### config.mk
export PLATFORM = sky130hd
export DESIGN_NAME = rgb2bayer_pack10
export DESIGN_NICKNAME = d
export VERILOG_FILES = /design/src/rtl/rgb2bayer_pack10.sv
export SDC_FILE = /design/constraint.sdc
export NUM_CORES = 1
export LEC_CHECK = 0
export ABC_CLOCK_PERIOD_IN_PS = 2000
export CAP_MARGIN = 20
export CORE_ASPECT_RATIO = 2
export CORE_MARGIN = 4
export CORE_UTILIZATION = 47
export DETAILED_ROUTE_END_ITERATION = 10
export HOLD_SLACK_MARGIN = 0.05
export PLACE_DENSITY = 0.87
export REMOVE_ABC_BUFFERS = 1
export SLEW_MARGIN = 25
export SYNTH_ARGS = -nofsm -noshare
export SYNTH_HDL_FRONTEND = slang
export SYNTH_SLANG_ARGS = --single-unit
### constraint.sdc
create_clock -name clk -period 2 [get_ports clk]
set_input_delay 0.4 -clock clk [delete_from_list [all_inputs] [get_ports clk]]
set_output_delay 0.4 -clock clk [all_outputs]
set_load 0.02 [all_outputs]
### src/rtl/rgb2bayer_pack10.sv
`default_nettype none
// ============================================================================
// Module  : rgb2bayer_pack10
// Brief   : Re-mosaics 24-bit RGB into GBRG Bayer RAW10, two pixels per word.
// Revision: 1.0
// ============================================================================
module rgb2bayer_pack10 #(
  parameter int LINE_WORDS = 640,
  parameter bit INVERT_RG  = 1'b1
) (
  input  logic        clk,
  input  logic        rst,
  input  logic [23:0] rgb_in,
  input  logic        rgb_sof,
  input  logic        rgb_valid,
  output logic        rgb_ready,
  output logic [19:0] raw_out,
  output logic        raw_sof,
  output logic        raw_eol,
  output logic        raw_valid,
  input  logic        raw_ready,
  output logic        sync_err
);

  localparam int               COL_W    = $clog2(LINE_WORDS);
  localparam logic [COL_W-1:0] COL_LAST = COL_W'(LINE_WORDS - 1);

  typedef enum logic [0:0] {
    PH_EVEN = 1'b0,
    PH_ODD  = 1'b1
  } phase_t;

  phase_t           phase_q;
  logic [COL_W-1:0] col_q;
  logic [COL_W-1:0] col_d;
  logic             line_odd_q;
  logic             line_odd_d;
  logic [9:0]       pend_q;
  logic             pend_sof_q;
  logic [19:0]      raw_out_q;
  logic             raw_sof_q;
  logic             raw_eol_q;
  logic             raw_valid_q;
  logic             sync_err_q;

  logic [7:0]       w_red;
  logic [7:0]       w_grn;
  logic [7:0]       w_smp;
  logic [9:0]       w_exp;
  logic             w_even;
  logic             w_lodd;
  logic             w_accept;
  logic             w_mid;

  generate
    if (INVERT_RG) begin : g_inv
      assign w_red = ~rgb_in[23:16];
      assign w_grn = ~rgb_in[15:8];
    end else begin : g_noinv
      assign w_red = rgb_in[23:16];
      assign w_grn = rgb_in[15:8];
    end
  endgenerate

  assign rgb_ready = ~raw_valid_q | raw_ready;
  assign w_accept  = rgb_valid & rgb_ready;

  // A sof pixel always lands as the even pixel of line 0, whatever the counters say.
  always_comb begin
    w_even = rgb_sof | (phase_q == PH_EVEN);
    w_lodd = rgb_sof ? 1'b0 : line_odd_q;
    if (w_lodd) begin
      w_smp = w_even ? w_red : w_grn;
    end else begin
      w_smp = w_even ? w_grn : rgb_in[7:0];
    end
  end

  assign w_exp      = {w_smp, w_smp[7:6]};
  assign col_d      = (col_q == COL_LAST) ? '0 : col_q + 1'b1;
  assign line_odd_d = (col_q == COL_LAST) ? ~line_odd_q : line_odd_q;
  assign w_mid      = (phase_q != PH_EVEN) | (col_q != '0);

  always_ff @(posedge clk) begin
    if (rst) begin
      phase_q     <= PH_EVEN;
      col_q       <= '0;
      line_odd_q  <= 1'b0;
      pend_q      <= '0;
      pend_sof_q  <= 1'b0;
      raw_out_q   <= '0;
      raw_sof_q   <= 1'b0;
      raw_eol_q   <= 1'b0;
      raw_valid_q <= 1'b0;
      sync_err_q  <= 1'b0;
    end else begin
      if (raw_valid_q && raw_ready) begin
        raw_valid_q <= 1'b0;
      end
      if (w_accept) begin
        if (rgb_sof) begin
          // Realign to a new frame; any partial pair or line is dropped.
          if (w_mid) begin
            sync_err_q <= 1'b1;
          end
          line_odd_q <= 1'b0;
          col_q      <= '0;
          pend_q     <= w_exp;
          pend_sof_q <= 1'b1;
          phase_q    <= PH_ODD;
        end else if (phase_q == PH_EVEN) begin
          pend_q     <= w_exp;
          pend_sof_q <= 1'b0;
          phase_q    <= PH_ODD;
        end else begin
          raw_out_q   <= {pend_q, w_exp};
          raw_valid_q <= 1'b1;
          raw_sof_q   <= pend_sof_q;
          raw_eol_q   <= (col_q == COL_LAST);
          phase_q     <= PH_EVEN;
          col_q       <= col_d;
          line_odd_q  <= line_odd_d;
        end
      end
    end
  end

  assign raw_out   = raw_out_q;
  assign raw_sof   = raw_sof_q;
  assign raw_eol   = raw_eol_q;
  assign raw_valid = raw_valid_q;
  assign sync_err  = sync_err_q;

endmodule
`default_nettype wire

==> flow_summary.toml, run 1 <==
[clock_tree]
h-tree-depth = 2
clk_latency_ns = 0.29
ctsRootBufferMaster = "clkbuf_8"
clk_transition_reported_paths_ns = 0.07
cts_tree = "done"
numCtsBuffers = 5
cts_max_path_buffers = 2
post_cts_buffers = 0
clock-sinks = 41

[placed_design]
hpwl_um = 3785
io_buffers = 53
pre_cts_ws_ns = -0.02789
gp_congestion = 0.9687

[global_route]
grt_max_degree = 28
grtUsageTotal_pct = 21.38
grt_pass1_vias = 1776
antenna_found_initial = 0
grt-ovfl-total = 0
grt_pass1_wl_um = 8266

[synth]
synth_top_area_cell = "dfxtp_1"
synth_common_cells = "dfxtp_1 (41), nand2_1 (25), nor2_1 (18)"
synthXorXnorAreaFrac_pct = 2.315
synth.area.mux_share_pct = 0.5291
synth_top_family_by_area = "compound AO/OA/AOI/OAI gates"
synth_most_common_cell = "dfxtp_1"
ys_seq_area_share_pct = 43.39
synth_flop_cell = "dfxtp_1"
syn_avg_cell_area_sq_um = 9.139
synthSimpleGateAreaFrac_pct = 22.55
synth_area_sq_um = 1892
yosys.area.top_type_share_pct = 43.39
synth_fa_ha_area_share_pct = 1.323
synthDistinctLibCells = 46
synthTopCellsByArea = "dfxtp_1 (43%), nand2_1 (5.0%), a21oi_1 (4.0%), a2bb2oi_1 (3.7%), o22a_1 (3.7%)"
synthCells = 207
synth_compound_area_share_pct = 23.08
yosys_warnings = 0
synthArstFlopShare_pct = 0
synth_edf_count = 0
synth-seq-cells = 41

[timing]
max_freq_mhz = 570.6
period_share_pct = 87.62
min_period_ns = 1.752
hold-worst-slack_ns = 0.4541
skew_ns = 0.007946
relSlewSlack_pct = 69.75
finalSetupTns_ns = 0
hold_viol = 0
rsz0062_at_grt = "false"
slew_viol_final = 0
final-setup-viol-count = 0
worst_slew_pin_slew_ns = 0.4538
setup_ws_ns = 0.2475

[routing]
route.detailed.drc = 0
met3_length_um = 323
met2_length_um = 2719
antenna_left = 0
first_pass_iters = 4
top_layer = "met4"
post_drt_wl_per_cell_um = 15.97
routed_wl_um = 4983
initialDrtViolationCount = 52
met1_length_um = 1767
vias_per_cell = 5.554
vias = 1733

[floorplan]
row_count = 32
die_y_um = 97.72
io_pins = 54
start_util_pct = 48.71
coreArea_sq_um = 3884
die_area_sq_um = 5165
die_x_um = 52.86

[setup_path]
crit_type = "primary input to output port"
end_kind = "output port"
critical_path.slowest_cell = "clkdlybuf4s50_1"
critical_path_required_ns = 1.60
path_cells = "clkdlybuf4s50_1 > nor2b_4 > inv_1 > dlygate4sd2_1"
cp-start-kind = "primary input"
crit_fanout = 3
cp_data_arrival_time_ns = 1.35
crit_path_max_incr_delay_ns = 0.50

[status]
status = "finished, final reports clean"

[hold_path]
hp-class = "flop to flop"

[final_layout]
multiInputGateArea_sq_um = 942.2
drive_above_1_share_pct = 12.64
area_delta_synth_final_pct = 36.71
seqCellArea_sq_um = 820.8
fillCellCount = 349
final_nets = 291
insertedDiodeCount = 0

[pwr]
p_total_mw = 1.828
worst_ir_drop_vdd_uv = 713.9
p_leak_nw = 0.9093
power.density_nw_per_um2 = 707.0

[flow_run]
drv_cap = 0
-- power breakdown --
| part | internal (mW) | switching, mW | total, mW |
|---|---|---|---|
| clock | 0.407 | 0.276 | 0.682 |
| sequential | 0.848 | 0.0263 | 0.874 |
| combinational | 0.145 | 0.127 | 0.272 |
| total | 1.40 | 0.429 | 1.83 |
-- critical path, delay by kind of cell --
family	cells	cell delay [ns]
buf+inv	3	0.90
simple gates	1	0.05
-- kinds of logic (layout without fill, tap and decap cells) --
family                   after synthesis  after routing
AND/OR/NAND/NOR                       76             76
AO/OA/AOI/OAI                         60             60
flip-flops                            41             41
multiplexers                           1              1
buffers and inverters                 22             76
XOR/XNOR                               5              5
adder cells (fa/ha/maj)                2              2
-- final timing paths --
kind	cells past startpoint	end	slack, ns	start
hold / removal	2	raw_eol	0.45	raw_eol
hold reg to reg	2	raw_eol	0.45	raw_eol
setup reg to reg	4	raw_out[8]	0.27	phase_q
setup / recovery	4	rgb_ready	0.25	raw_ready
-- through the flow --
step	cells	instance area, sq um	util (%)
finish	312	2586	66.59
global placement	304	2471	63.63
floorplan	188	1774	-
CTS	312	2586	66.59
global route	312	2586	66.59
detailed placement	304	2471	63.63
-- metal layers --
layer	GRT usage, %	up-vias
met1	21.70	798
met3	6.605	17
met2	36.78	63
met5	0	-
li1	-	855
met4	11.81	0
-- flip-flops by register name (all words and copies together) (netlist names) --
| register | cells |
|---|---|
| raw_valid | 1 |
| phase_q | 1 |
| pend_sof_q | 1 |
| line_odd_q | 1 |
| col_q | 10 |
| raw_out | 16 |
| raw_eol | 1 |
| raw_sof | 1 |
| pend_q | 8 |
| sync_err | 1 |
-- placed cells by master, fill, tap and decap left out, types with 2 or more instances in the layout --
cell type        instances
o21ai_0                  4
xor2_1                   2
nor2b_1                  3
clkbuf_8                 6
nor2_1                  18
nand3_1                  2
a31oi_1                  3
and3_1                   2
a21oi_1                 15
nor4_1                   2
clkdlybuf4s50_1         52
a2bb2oi_1                8
a211oi_1                 8
o2bb2ai_1                8
nand4_1                  4
a21oi_2                  3
ha_1                     2
xnor2_1                  3
or3_1                    3
nand2_1                 25
o22a_1                   8
dfxtp_1                 41
buf_4                   11
inv_1                    3
nand2b_1                 2
-- timing repair --
action | CTS | global route
gates resized for setup | 1 | 0
endpoints found under the setup margin | 1 | 0
hold buffers | 0 | 0
-- cell type report --
type                       count  area share, %
timing repair buffer          65          24.43
clock buffer                   7          3.338
sequential                    41          31.74
clock inverter                 1          1.161
tap                           51          2.467
multi-input combinational    144          36.43
inverter                       3         0.4354
No activity file was read; power rests on OpenSTA's default activity.
==> inputs of run 2 (changes only) <==
CORE_MARGIN = unset   (was 4)
==> run 2 against run 1 <==
Net effect:
- die area down 17%
- global-route usage rose by 3.6 points
- non-clock buffer count is 3 higher
- highest routed layer unchanged
==> flow_summary.toml, run 2 (synthesis gave the netlist of run 1 again) <==
[final_layout]
area_delta_synth_final_pct = 38.10
fin_cells = 315
largest_reg_flops = 16
final_common_cell = "clkdlybuf4s50_1"
mostFrequentLayoutCells = "clkdlybuf4s50_1 (52), dfxtp_1 (41), nand2_1 (25), nor2_1 (18), a21oi_1 (15)"
drive_above_1_share_pct = 14.02
utilization_pct = 67.97
final_nets = 294
insertedDiodeCount = 0

[floorplan]
coreArea_sq_um = 3844
die_y_um = 91.72
die_x_um = 46.86
row_count = 32
start_util_pct = 49.22
die_area_sq_um = 4298
io_pins = 54

[pwr]
p_leak_nw = 0.9226
p_total_mw = 1.849
power.density_nw_per_um2 = 707.6
worst_ir_drop_vdd_uv = 655.5

[setup_path]
rrSetupSlack_ns = 0.24
endpoint = "col_q[2]"
end_kind = "flop"
r2r-end = "col_q[2]"
path_cells = "ha_1 > and3_2 > nand4_2 > a21oi_2 > nor2_1"
crit_type = "flop to flop"
rr_worst_depth = 5
crit_path_start = "col_q[1]"
r2r-start = "col_q[1]"
cp-start-kind = "flop"
cp_data_arrival_time_ns = 1.92
crit_fanout = 9
critical_path_required_ns = 2.17
crit_path_max_incr_delay_ns = 0.50
critical_path.slowest_cell = "a21oi_2"

[global_route]
antenna_found_initial = 0
grt-ovfl-total = 0
grt_pass1_vias = 1759
grt_max_degree = 28
grtUsageTotal_pct = 24.96
grt_pass1_wl_um = 7769

[clock_tree]
h-tree-depth = 2
numCtsBuffers = 5
ctsRootBufferMaster = "clkbuf_8"
cts_tree = "done"
clock-sinks = 41
clk_latency_ns = 0.30
cts_max_path_buffers = 2
hold_buffers = 0
clk_transition_reported_paths_ns = 0.08

[routing]
vias = 1732
initialDrtViolationCount = 19
first_pass_iters = 4
routed_wl_um = 4829
antenna_left = 0
post_drt_wl_per_cell_um = 15.33
route.detailed.drc = 0
vias_per_cell = 5.498

[timing]
slew_viol_final = 0
final-setup-viol-count = 0
relSlewSlack_pct = 63.97
hold_viol = 0
min_period_ns = 1.756
setup_ws_ns = 0.2437
period_share_pct = 87.82
skew_ns = 0.004977
max_freq_mhz = 569.4
rsz0062_at_grt = "false"
worst_slew_pin_slew_ns = 0.5405

[placed_design]
io_buffers = 53
pre_cts_ws_ns = -0.02824
hpwl_um = 3608
placed_cells = 307
gp_congestion = 0.7946

[status]
status = "finished, final reports clean"

[hold_path]
hp-class = "flop to flop"

[flow_run]
drv_cap = 0
-- run 2: changes by cell type in the layout (fill, tap and decap cells not counted) --
cell / delta
buf_4: +3
clkbuf_1: -1
clkinvlp_4: +1
-- run 2: per-stage QoR --
stage	instance area [sq um]	hold slack [ns]	setup TNS, ns
after CTS	2613	0.4608	0
after global routing	2613	0.4740	0
after global placement	2494	0.4410	-0.004522
after floorplan	1774	0.4223	0
final	2613	0.4574	0
after detailed placement	2494	0.4456	-0.07602
-- run 2: report_power, final --
part           internal [mW]  switching [mW]
clock network          0.406           0.294
logic                  0.148           0.129
registers              0.847          0.0249
-- run 2: repair_timing --
| item | 4_1_cts | 5_1_grt |
|---|---|---|
| endpoints found under the setup margin | 1 | 0 |
| buffers inserted | 0 | 0 |
| gates resized for setup | 1 | 0 |
-- run 2: how the worst min path moves through the flow --
stage               cells after the start  slack, ns   startpoint          end
global route                            2       0.47    pend_q[5]  raw_out[15]
detailed placement                      2       0.45    pend_q[1]  raw_out[11]
floorplan                               2       0.42   pend_sof_q      raw_sof
finish                                  2       0.46  raw_out[16]  raw_out[16]
global placement                        2       0.44    pend_q[4]  raw_out[14]
CTS                                     2       0.46      raw_eol      raw_eol
-- run 2: layer usage --
layer	wire (um)	vias to the layer above	GRT usage (%)
li1	-	854	-
met1	1745	801	24.16
met4	170	0	11.19
met2	2680	58	45.49
met3	231	19	5.906
met5	0	-	0
-- run 2: layout make-up --
class	count	area, sq um
Sequential cell	41	820.8
Timing Repair Buffer	68	654.4
Inverter	3	11.26
Clock inverter	2	37.54
Fill cell	329	1231
Clock buffer	6	82.58
Multi-Input combinational cell	144	942.2
Tap cell	51	63.81
-- run 2: worst max-delay path: cells and delay by family, from the launching register on --
kind | cells | cell delay (ns)
simple gates | 3 | 0.52
compound gates | 1 | 0.50
flops | 1 | 0.41
fa+ha+maj | 1 | 0.20
==> inputs of run 3 (changes only) <==
CAP_MARGIN = 10   (was 20)
==> results of run 3 <==
No change in the layout: final DEF, timing and power equal those of run 2.
